`config.mk`:
```
export PLATFORM = sky130hd
export DESIGN_NAME = modbus_master_req
export DESIGN_NICKNAME = d
export VERILOG_FILES = /design/src/rtl/modbus_pkg.sv /design/src/rtl/modbus_crc_serial.sv /design/src/rtl/modbus_master_req.sv
export SDC_FILE = /design/constraint.sdc
export NUM_CORES = 1
export LEC_CHECK = 0
export CAP_MARGIN = 40
export CORE_ASPECT_RATIO = 1.4
export CORE_MARGIN = 2
export CORE_UTILIZATION = 45
export DETAILED_ROUTE_END_ITERATION = 8
export HOLD_SLACK_MARGIN = 0.15
export PLACE_DENSITY = 0.67
export SYNTH_ARGS = -nofsm -noshare
export SYNTH_HDL_FRONTEND = slang
export SYNTH_SLANG_ARGS = --single-unit
```
`constraint.sdc`:
```
create_clock -name clk_in -period 2.9 [get_ports clk_in]
set_input_delay 0.58 -clock clk_in [delete_from_list [all_inputs] [get_ports clk_in]]
set_output_delay 0.58 -clock clk_in [all_outputs]
set_load 0.01 [all_outputs]
```
`src/rtl/modbus_pkg.sv`:
```
// Shared definitions for the Modbus RTU master request engine.
//   state_e   : request FSM state encoding
//   CRC_INIT  : Modbus CRC-16 seed
//   CRC_POLY  : reflected CRC-16 polynomial
//   bit_cyc   : clocks per UART bit
//   t35_cyc   : clocks in a 3.5-character (10-bit chars) inter-frame gap
//   crc_step  : one LSB-first CRC bit update
package modbus_pkg;

   typedef enum logic [2:0] {
      ST_IDLE,
      ST_CRC,
      ST_GAP,
      ST_SEND,
      ST_DRAIN,
      ST_WAIT,
      ST_DONE
   } state_e;

   localparam logic [15:0] CRC_INIT = 16'hFFFF;
   localparam logic [15:0] CRC_POLY = 16'hA001;

   function automatic int unsigned bit_cyc(input int unsigned clk_freq,
                                           input int unsigned baud);
      return clk_freq / baud;
   endfunction

   function automatic int unsigned t35_cyc(input int unsigned clk_freq,
                                           input int unsigned baud);
      return bit_cyc(clk_freq, baud) * 35;
   endfunction

   // Reflected CRC: the incoming bit meets the register LSB.
   function automatic logic [15:0] crc_step(input logic [15:0] crc,
                                            input logic        din);
      logic [15:0] sh;
      sh = {1'b0, crc[15:1]};
      return (crc[0] ^ din) ? (sh ^ CRC_POLY) : sh;
   endfunction

endpackage

```
`src/rtl/modbus_crc_serial.sv`:
```
// Bit-serial Modbus CRC-16, one bit per clock, LSB first.
//   clk_in, rst_in : clock, synchronous active-high reset
//   clear_i        : load CRC_INIT (start of a new frame)
//   start_i        : begin an 8-cycle pass over byte_i (bit 0 consumed this cycle)
//   byte_i         : byte to fold in, sampled with start_i
//   busy_o         : a byte pass is in progress
//   done_o         : high in the cycle the 8th bit is consumed
//   crc_o          : running CRC; final one cycle after done_o
module modbus_crc_serial
   import modbus_pkg::*;
(
   input  logic        clk_in,
   input  logic        rst_in,
   input  logic        clear_i,
   input  logic        start_i,
   input  logic [7:0]  byte_i,
   output logic        busy_o,
   output logic        done_o,
   output logic [15:0] crc_o
);

   logic [15:0] crc_q, crc_d;
   logic [6:0]  sh_q, sh_d;
   logic [2:0]  cnt_q, cnt_d;
   logic        run_q, run_d;

   always_comb begin
      crc_d = crc_q;
      sh_d  = sh_q;
      cnt_d = cnt_q;
      run_d = run_q;
      if (clear_i) begin
         crc_d = CRC_INIT;
         run_d = 1'b0;
      end else if (start_i) begin
         crc_d = crc_step(crc_q, byte_i[0]);
         sh_d  = byte_i[7:1];
         cnt_d = 3'd1;
         run_d = 1'b1;
      end else if (run_q) begin
         crc_d = crc_step(crc_q, sh_q[0]);
         sh_d  = {1'b0, sh_q[6:1]};
         if (cnt_q == 3'd7) run_d = 1'b0;
         else               cnt_d = cnt_q + 3'd1;
      end
   end

   always_ff @(posedge clk_in) begin
      if (rst_in) begin
         crc_q <= '0;
         sh_q  <= '0;
         cnt_q <= '0;
         run_q <= 1'b0;
      end else begin
         crc_q <= crc_d;
         sh_q  <= sh_d;
         cnt_q <= cnt_d;
         run_q <= run_d;
      end
   end

   assign busy_o = run_q;
   assign done_o = run_q && (cnt_q == 3'd7);
   assign crc_o  = crc_q;

endmodule

```
`src/rtl/modbus_master_req.sv`:
```
// Modbus RTU master request engine: latches one 6-byte request header,
// appends the CRC-16, sends the 8-byte frame through an external UART byte
// transmitter with the 3.5-char inter-frame gap, then waits for a reply
// frame or a timeout.
//   clk_in, rst_in          : clock, synchronous active-high reset
//   req_valid / req_ready   : request handshake (ready only in IDLE)
//   slave_addr, func_code,
//   reg_addr, reg_data      : request fields, sampled on accept only
//   uart_tx_start/data/done : byte interface to uart_byte_tx
//   rx_new_frame            : reply frame complete (receive path)
//   rs485_tx_en             : RS-485 driver enable
//   busy                    : not IDLE
//   crc_out                 : CRC of the latched frame
//   req_done, resp_timeout  : end-of-transaction pulses
module modbus_master_req
   import modbus_pkg::*;
#(
   parameter int unsigned CLK_FREQ         = 50000000,
   parameter int unsigned BAUD_RATE        = 115200,
   parameter int unsigned RESP_TIMEOUT_CYC = 500000
) (
   input  logic        clk_in,
   input  logic        rst_in,
   input  logic        req_valid,
   output logic        req_ready,
   input  logic [7:0]  slave_addr,
   input  logic [7:0]  func_code,
   input  logic [15:0] reg_addr,
   input  logic [15:0] reg_data,
   output logic        uart_tx_start,
   output logic [7:0]  uart_tx_data,
   input  logic        uart_tx_done,
   input  logic        rx_new_frame,
   output logic        rs485_tx_en,
   output logic        busy,
   output logic [15:0] crc_out,
   output logic        req_done,
   output logic        resp_timeout
);

   localparam int unsigned BIT_CYC = bit_cyc(CLK_FREQ, BAUD_RATE);
   localparam int unsigned T35_CYC = t35_cyc(CLK_FREQ, BAUD_RATE);

   state_e          state_q, state_d;
   logic [2:0]      idx_q, idx_d;     // CRC: bytes started; SEND: byte index
   logic            pend_q, pend_d;   // SEND: byte handed to UART, awaiting done
   logic [31:0]     cnt_q, cnt_d;     // DRAIN / WAIT counter
   logic [31:0]     gap_q, gap_d;     // idle clocks since last bus activity
   logic [5:0][7:0] hdr_q, hdr_d;
   logic            bcast_q, bcast_d;
   logic            to_q, to_d;

   logic            crc_clear, crc_start, crc_busy, crc_done;
   logic [15:0]     crc;
   logic [7:0][7:0] frame;

   // CRC bytes go out low byte first.
   assign frame = {crc[15:8], crc[7:0], hdr_q};

   modbus_crc_serial u_crc (
      .clk_in  (clk_in),
      .rst_in  (rst_in),
      .clear_i (crc_clear),
      .start_i (crc_start),
      .byte_i  (frame[idx_q]),
      .busy_o  (crc_busy),
      .done_o  (crc_done),
      .crc_o   (crc)
   );

   always_comb begin
      state_d   = state_q;
      idx_d     = idx_q;
      pend_d    = pend_q;
      cnt_d     = cnt_q;
      hdr_d     = hdr_q;
      bcast_d   = bcast_q;
      to_d      = to_q;
      crc_clear = 1'b0;
      crc_start = 1'b0;
      gap_d     = (gap_q < T35_CYC) ? gap_q + 32'd1 : gap_q;

      case (state_q)
         ST_IDLE: begin
            if (req_valid) begin
               hdr_d     = {reg_data[7:0], reg_data[15:8],
                            reg_addr[7:0], reg_addr[15:8],
                            func_code, slave_addr};
               bcast_d   = (slave_addr == 8'h00);
               to_d      = 1'b0;
               idx_d     = '0;
               crc_clear = 1'b1;
               state_d   = ST_CRC;
            end
         end
         ST_CRC: begin
            // The CRC pass does not count toward the gap, so a request
            // arriving right after a transaction still sees a full 3.5-char
            // silence after its 49 setup cycles.
            gap_d = gap_q;
            if (!crc_busy && idx_q < 3'd6) begin
               crc_start = 1'b1;
               idx_d     = idx_q + 3'd1;
            end
            if (crc_done && idx_q == 3'd6) begin
               idx_d   = '0;
               pend_d  = 1'b0;
               state_d = ST_GAP;
            end
         end
         ST_GAP: begin
            if (gap_q >= T35_CYC) state_d = ST_SEND;
         end
         ST_SEND: begin
            if (!pend_q) begin
               pend_d = 1'b1;
            end else if (uart_tx_done) begin
               pend_d = 1'b0;
               if (idx_q == 3'd7) begin
                  cnt_d   = '0;
                  state_d = ST_DRAIN;
               end else begin
                  idx_d = idx_q + 3'd1;
               end
            end
         end
         ST_DRAIN: begin
            // Keep the driver on for one bit time so the stop bit of the
            // last byte leaves the transceiver intact.
            if (cnt_q >= BIT_CYC - 1) begin
               cnt_d   = '0;
               state_d = bcast_q ? ST_DONE : ST_WAIT;
            end else begin
               cnt_d = cnt_q + 32'd1;
            end
         end
         ST_WAIT: begin
            // Reply is checked first so it wins a tie with expiry.
            if (rx_new_frame) begin
               state_d = ST_DONE;
            end else if (cnt_q >= RESP_TIMEOUT_CYC - 1) begin
               to_d    = 1'b1;
               state_d = ST_DONE;
            end else begin
               cnt_d = cnt_q + 32'd1;
            end
         end
         ST_DONE: begin
            state_d = ST_IDLE;
         end
         default: state_d = ST_IDLE;
      endcase

      if (rx_new_frame || state_q == ST_DONE) gap_d = '0;
   end

   always_ff @(posedge clk_in) begin
      if (rst_in) begin
         state_q <= ST_IDLE;
         idx_q   <= '0;
         pend_q  <= 1'b0;
         cnt_q   <= '0;
         // Nothing is in flight after reset, so the bus counts as idle.
         gap_q   <= T35_CYC;
         hdr_q   <= '0;
         bcast_q <= 1'b0;
         to_q    <= 1'b0;
      end else begin
         state_q <= state_d;
         idx_q   <= idx_d;
         pend_q  <= pend_d;
         cnt_q   <= cnt_d;
         gap_q   <= gap_d;
         hdr_q   <= hdr_d;
         bcast_q <= bcast_d;
         to_q    <= to_d;
      end
   end

   assign req_ready     = (state_q == ST_IDLE);
   assign busy          = (state_q != ST_IDLE);
   assign uart_tx_start = (state_q == ST_SEND) && !pend_q;
   assign uart_tx_data  = (state_q == ST_SEND) ? frame[idx_q] : 8'h00;
   // Reset releases the bus immediately rather than at the next edge.
   assign rs485_tx_en   = ((state_q == ST_SEND) || (state_q == ST_DRAIN)) && !rst_in;
   assign crc_out       = crc;
   assign req_done      = (state_q == ST_DONE);
   assign resp_timeout  = (state_q == ST_DONE) && to_q;

endmodule
```
==> results.txt <==
- Summing all placed instances gives a cell area of 7650 µm².
- Net switching is 30.5% of the power.
* Fraction of synthesized area in multiplexers: 7.30%
- Syn Std Cell Area: 6730 µm²
- Achievable frequency: 350 MHz
- After detailed routing, the number of vias per cell comes to 5.67.
- Post-route standard cell area excluding fillers: 8390 µm²
- Main flop type after synthesis: dfxtp_1
* Area fraction in compound gates after synthesis: 15.8%
- Data arrives at the worst endpoint at 2.28 ns.
- Power Internal: 4.09 mW
* Area Overhead vs Synth: 24.6%
- Final period utilization: 98.5%
* Critical path peak fanout: 10
- Clock skew on the completed layout was measured at 0.00693 ns.
- Layout Nets: 911
* Net count of the mapped netlist: 850
- Post-route DRC violation count: 0
* Die Ht: 149 µm
* Power density cells: 701 nW/µm²
* Number of antenna violations at the first check in global routing: 0
- Setup crit start: idx_q[0]
- Largest voltage drop on the vdd net: 364 µV
- EDFF count, synth: 0
- Layout Utilization: 57.6%
* Syn. warnings: 0
- Mean instance size in the synthesized netlist: 8.56 µm²
* I/O pin count: 83
- Via count of the routed design: 5958
* Simple-gate portion of the synthesized area: 23.9%
- Largest net degree at the start of global routing: 86
* Fraction of layout cells with a size suffix above 1: 11.3%
- Most frequent cells in the layout: 146 x dfxtp_1, 128 x nand2_1, 78 x clkdlybuf4s50_1, 76 x nor2_1, 67 x a21oi_1
- The floorplan step defined a die boundary enclosing 16000 µm².
- The count of final max-slew check failures is 0.
- Clock tree synthesis found a total of 148 sinks.
* Number of endpoints with negative hold slack in the final report: 0
* Dominant combinational cell family by area after synthesis: simple AND/OR/NAND/NOR gates
- The total area inside the core boundary comes to 14600 µm².
* WL final: 17100 µm
- After synthesis, the share of flip-flops with an asynchronous set or reset is 0%.
- TritonCTS built the clock tree.
* Worst slew margin: 41.2%
* Post-CTS clock slew at the launch and capture registers of the worst setup and hold paths: 0.06 ns
- At the end of routability-driven placement, the weighted congestion stood at 0.891.
- At the pin with the least slew margin, the transition time is 0.882 ns.
* Post-synthesis share of cell area spent on full adders, half adders and majority gates: 1.86%
- Sequential Power Share: 41.3%
- Setup Crit Path Kind: reg -> out
- Part of the Yosys area used for sequential elements: 44.0%
* Clk Latency, worst-skew pair: 0.42 ns
- The analysis attributes to net switching a power of 1.79 mW.
* Leakage power total: 3.25 nW
- The detail route stage leaves a number of antenna-violating nets equal to 0.
* Hold-fix buffers at CTS: 0
* Grt total ovfl: 0
* RR Startpoint: state_q[2]
- For this run, the detailed router's first-pass iteration total came to 5.
- Initial DRC count: 297
* First-pass GRT wire length: 27700 µm
- Fraction of power consumed by the clock network: 37.0%
- The worst hold path passes through 2 cells.
- Synthesis inferred 148 register bits.
- Final count of negative-setup-slack endpoints: 0
- Prior to clock tree synthesis, the placed netlist has a worst setup slack of 0.311 ns.
* Number of max-cap violations: 0
- Commonest non-fill, non-tap cell in the layout: dfxtp_1
- For the worst flop-to-flop path, the logic depth is 6.
- At the worst endpoint, the required time is 2.32 ns.
- Vias in the first global route: 5705
- Once the floorplan was initialized, standard cells occupied 46.2% of the core.
- Final period demand of the worst path: 2.86 ns
- Number of H-tree branching levels: 4
- Count of unique library cells instantiated by Yosys: 60
- In this run the most critical hold path is launched from frame[8].
- Worst hold margin: 0.455 ns
* Number of CTS-inserted buffers: 17
- The run finished with clean final reports.
* All-layer global routing usage: 22.0%
* Class of the most critical hold timing path: reg -> reg
- Port bufs: 82
* Xor and xnor fraction of the mapped netlist area: 1.82%
* Final WS setup: 0.0435 ns
* Total inserted antenna cells: 0
- Clock root buffer: clkbuf_16
* Clock Tree Buf Depth: 2
* Startpoint Class: flop
- Summed over all nets, the half-perimeter wirelength after detailed placement is 11800 µm.
- Synthesized netlist cell count: 787
* Site Rows: 52
* Critical Path Sink Type: output pin
* Combinational share of power: 21.7%
- The die is 107 µm wide.
- In the final routed layout, each cell accounts on average for 16.3 µm.
-- critical path, cell delays in order, from the launching register on --
cell and delay, ns:
dfxtp_2 0.37, buf_12 0.15, mux4_2 0.57, mux2i_2 0.21, nor2_1 0.07, clkdlybuf4s50_1 0.48
-- worst paths after layout --
check,to,slack (ns)
setup / recovery,uart_tx_data[4],0.04
hold reg to reg,frame[8],0.46
hold / removal,frame[8],0.46
setup reg to reg,cnt_q[16],0.25
-- state kept, by name (all words and copies together), names as in the netlist --
name	flops
pend_q	1
u_crc.crc_o	16
to_q	1
cnt_q	32
u_crc.busy_o	1
frame	48
u_crc.sh_q	7
bcast_q	1
u_crc.cnt_q	3
idx_q	3
gap_q	32
state_q	3
-- cell usage after synthesis, types with 16 or more instances --
cell / instances / share of area, %
dfxtp_1: 148 / 44
nand2_1: 128 / 7.1
nor2_1: 76 / 4.2
a21oi_1: 67 / 5.0
clkbuf_1: 41 / 2.3
and3_1: 27 / 2.5
o21ai_0: 23 / 1.7
nand3_1: 19 / 1.4
o22ai_1: 17 / 1.6
buf_4: 16 / 1.8
mux4_2: 16 / 5.4
nand4_1: 16 / 1.5
-- timing repair --
action	CTS	global route
gates cloned	1	0
endpoints found under the setup margin	8	9
resized for setup	11	5
buffers inserted	0	6
-- through the flow --
stage / std cells / total power, mW / TNS, ns
detailed placement: 1011 / 3.69 / 0
finish: 1050 / 5.88 / 0
floorplan: 787 / 3.27 / 0
CTS: 1044 / 5.89 / 0
global route: 1050 / 6.14 / -0.0370
global placement: 1011 / 3.66 / 0
-- area by class of cell --
type | instances | area, µm²
clock buffer | 19 | 453
multi-input combinational | 560 | 3470
timing repair buffer | 106 | 1070
fill | 1321 | 6180
sequential | 148 | 2970
tap | 189 | 236
clock inverter | 13 | 139
inverter | 15 | 56.3
-- layer usage --
metal,global-route usage [%],part of all wire (%),vias up
met3,4.63,4.6,45
met4,10.7,3.8,0
met2,37.8,51,175
li1,-,-,2905
met5,0,0,-
met1,26.0,41,2833
-- power by group through the flow --
stage               logic, mW  clock network [mW]  registers [mW]
floorplan               0.886                   0            2.38
global placement         1.20                   0            2.46
detailed placement       1.22                   0            2.46
CTS                      1.26                2.21            2.43
global route             1.40                2.29            2.45
finish                   1.28                2.18            2.43
-- kinds of logic after synthesis --
kind of cell               count (synthesis)
AOI/OAI and AO/OA                        172
xor gates and xnor gates                  14
and+or+nand+nor                          335
DFF                                      148
buffers and inverters                     79
muxes                                     29
adders and majority gates                 10
Note: power is estimated with default switching activity, not from simulation.
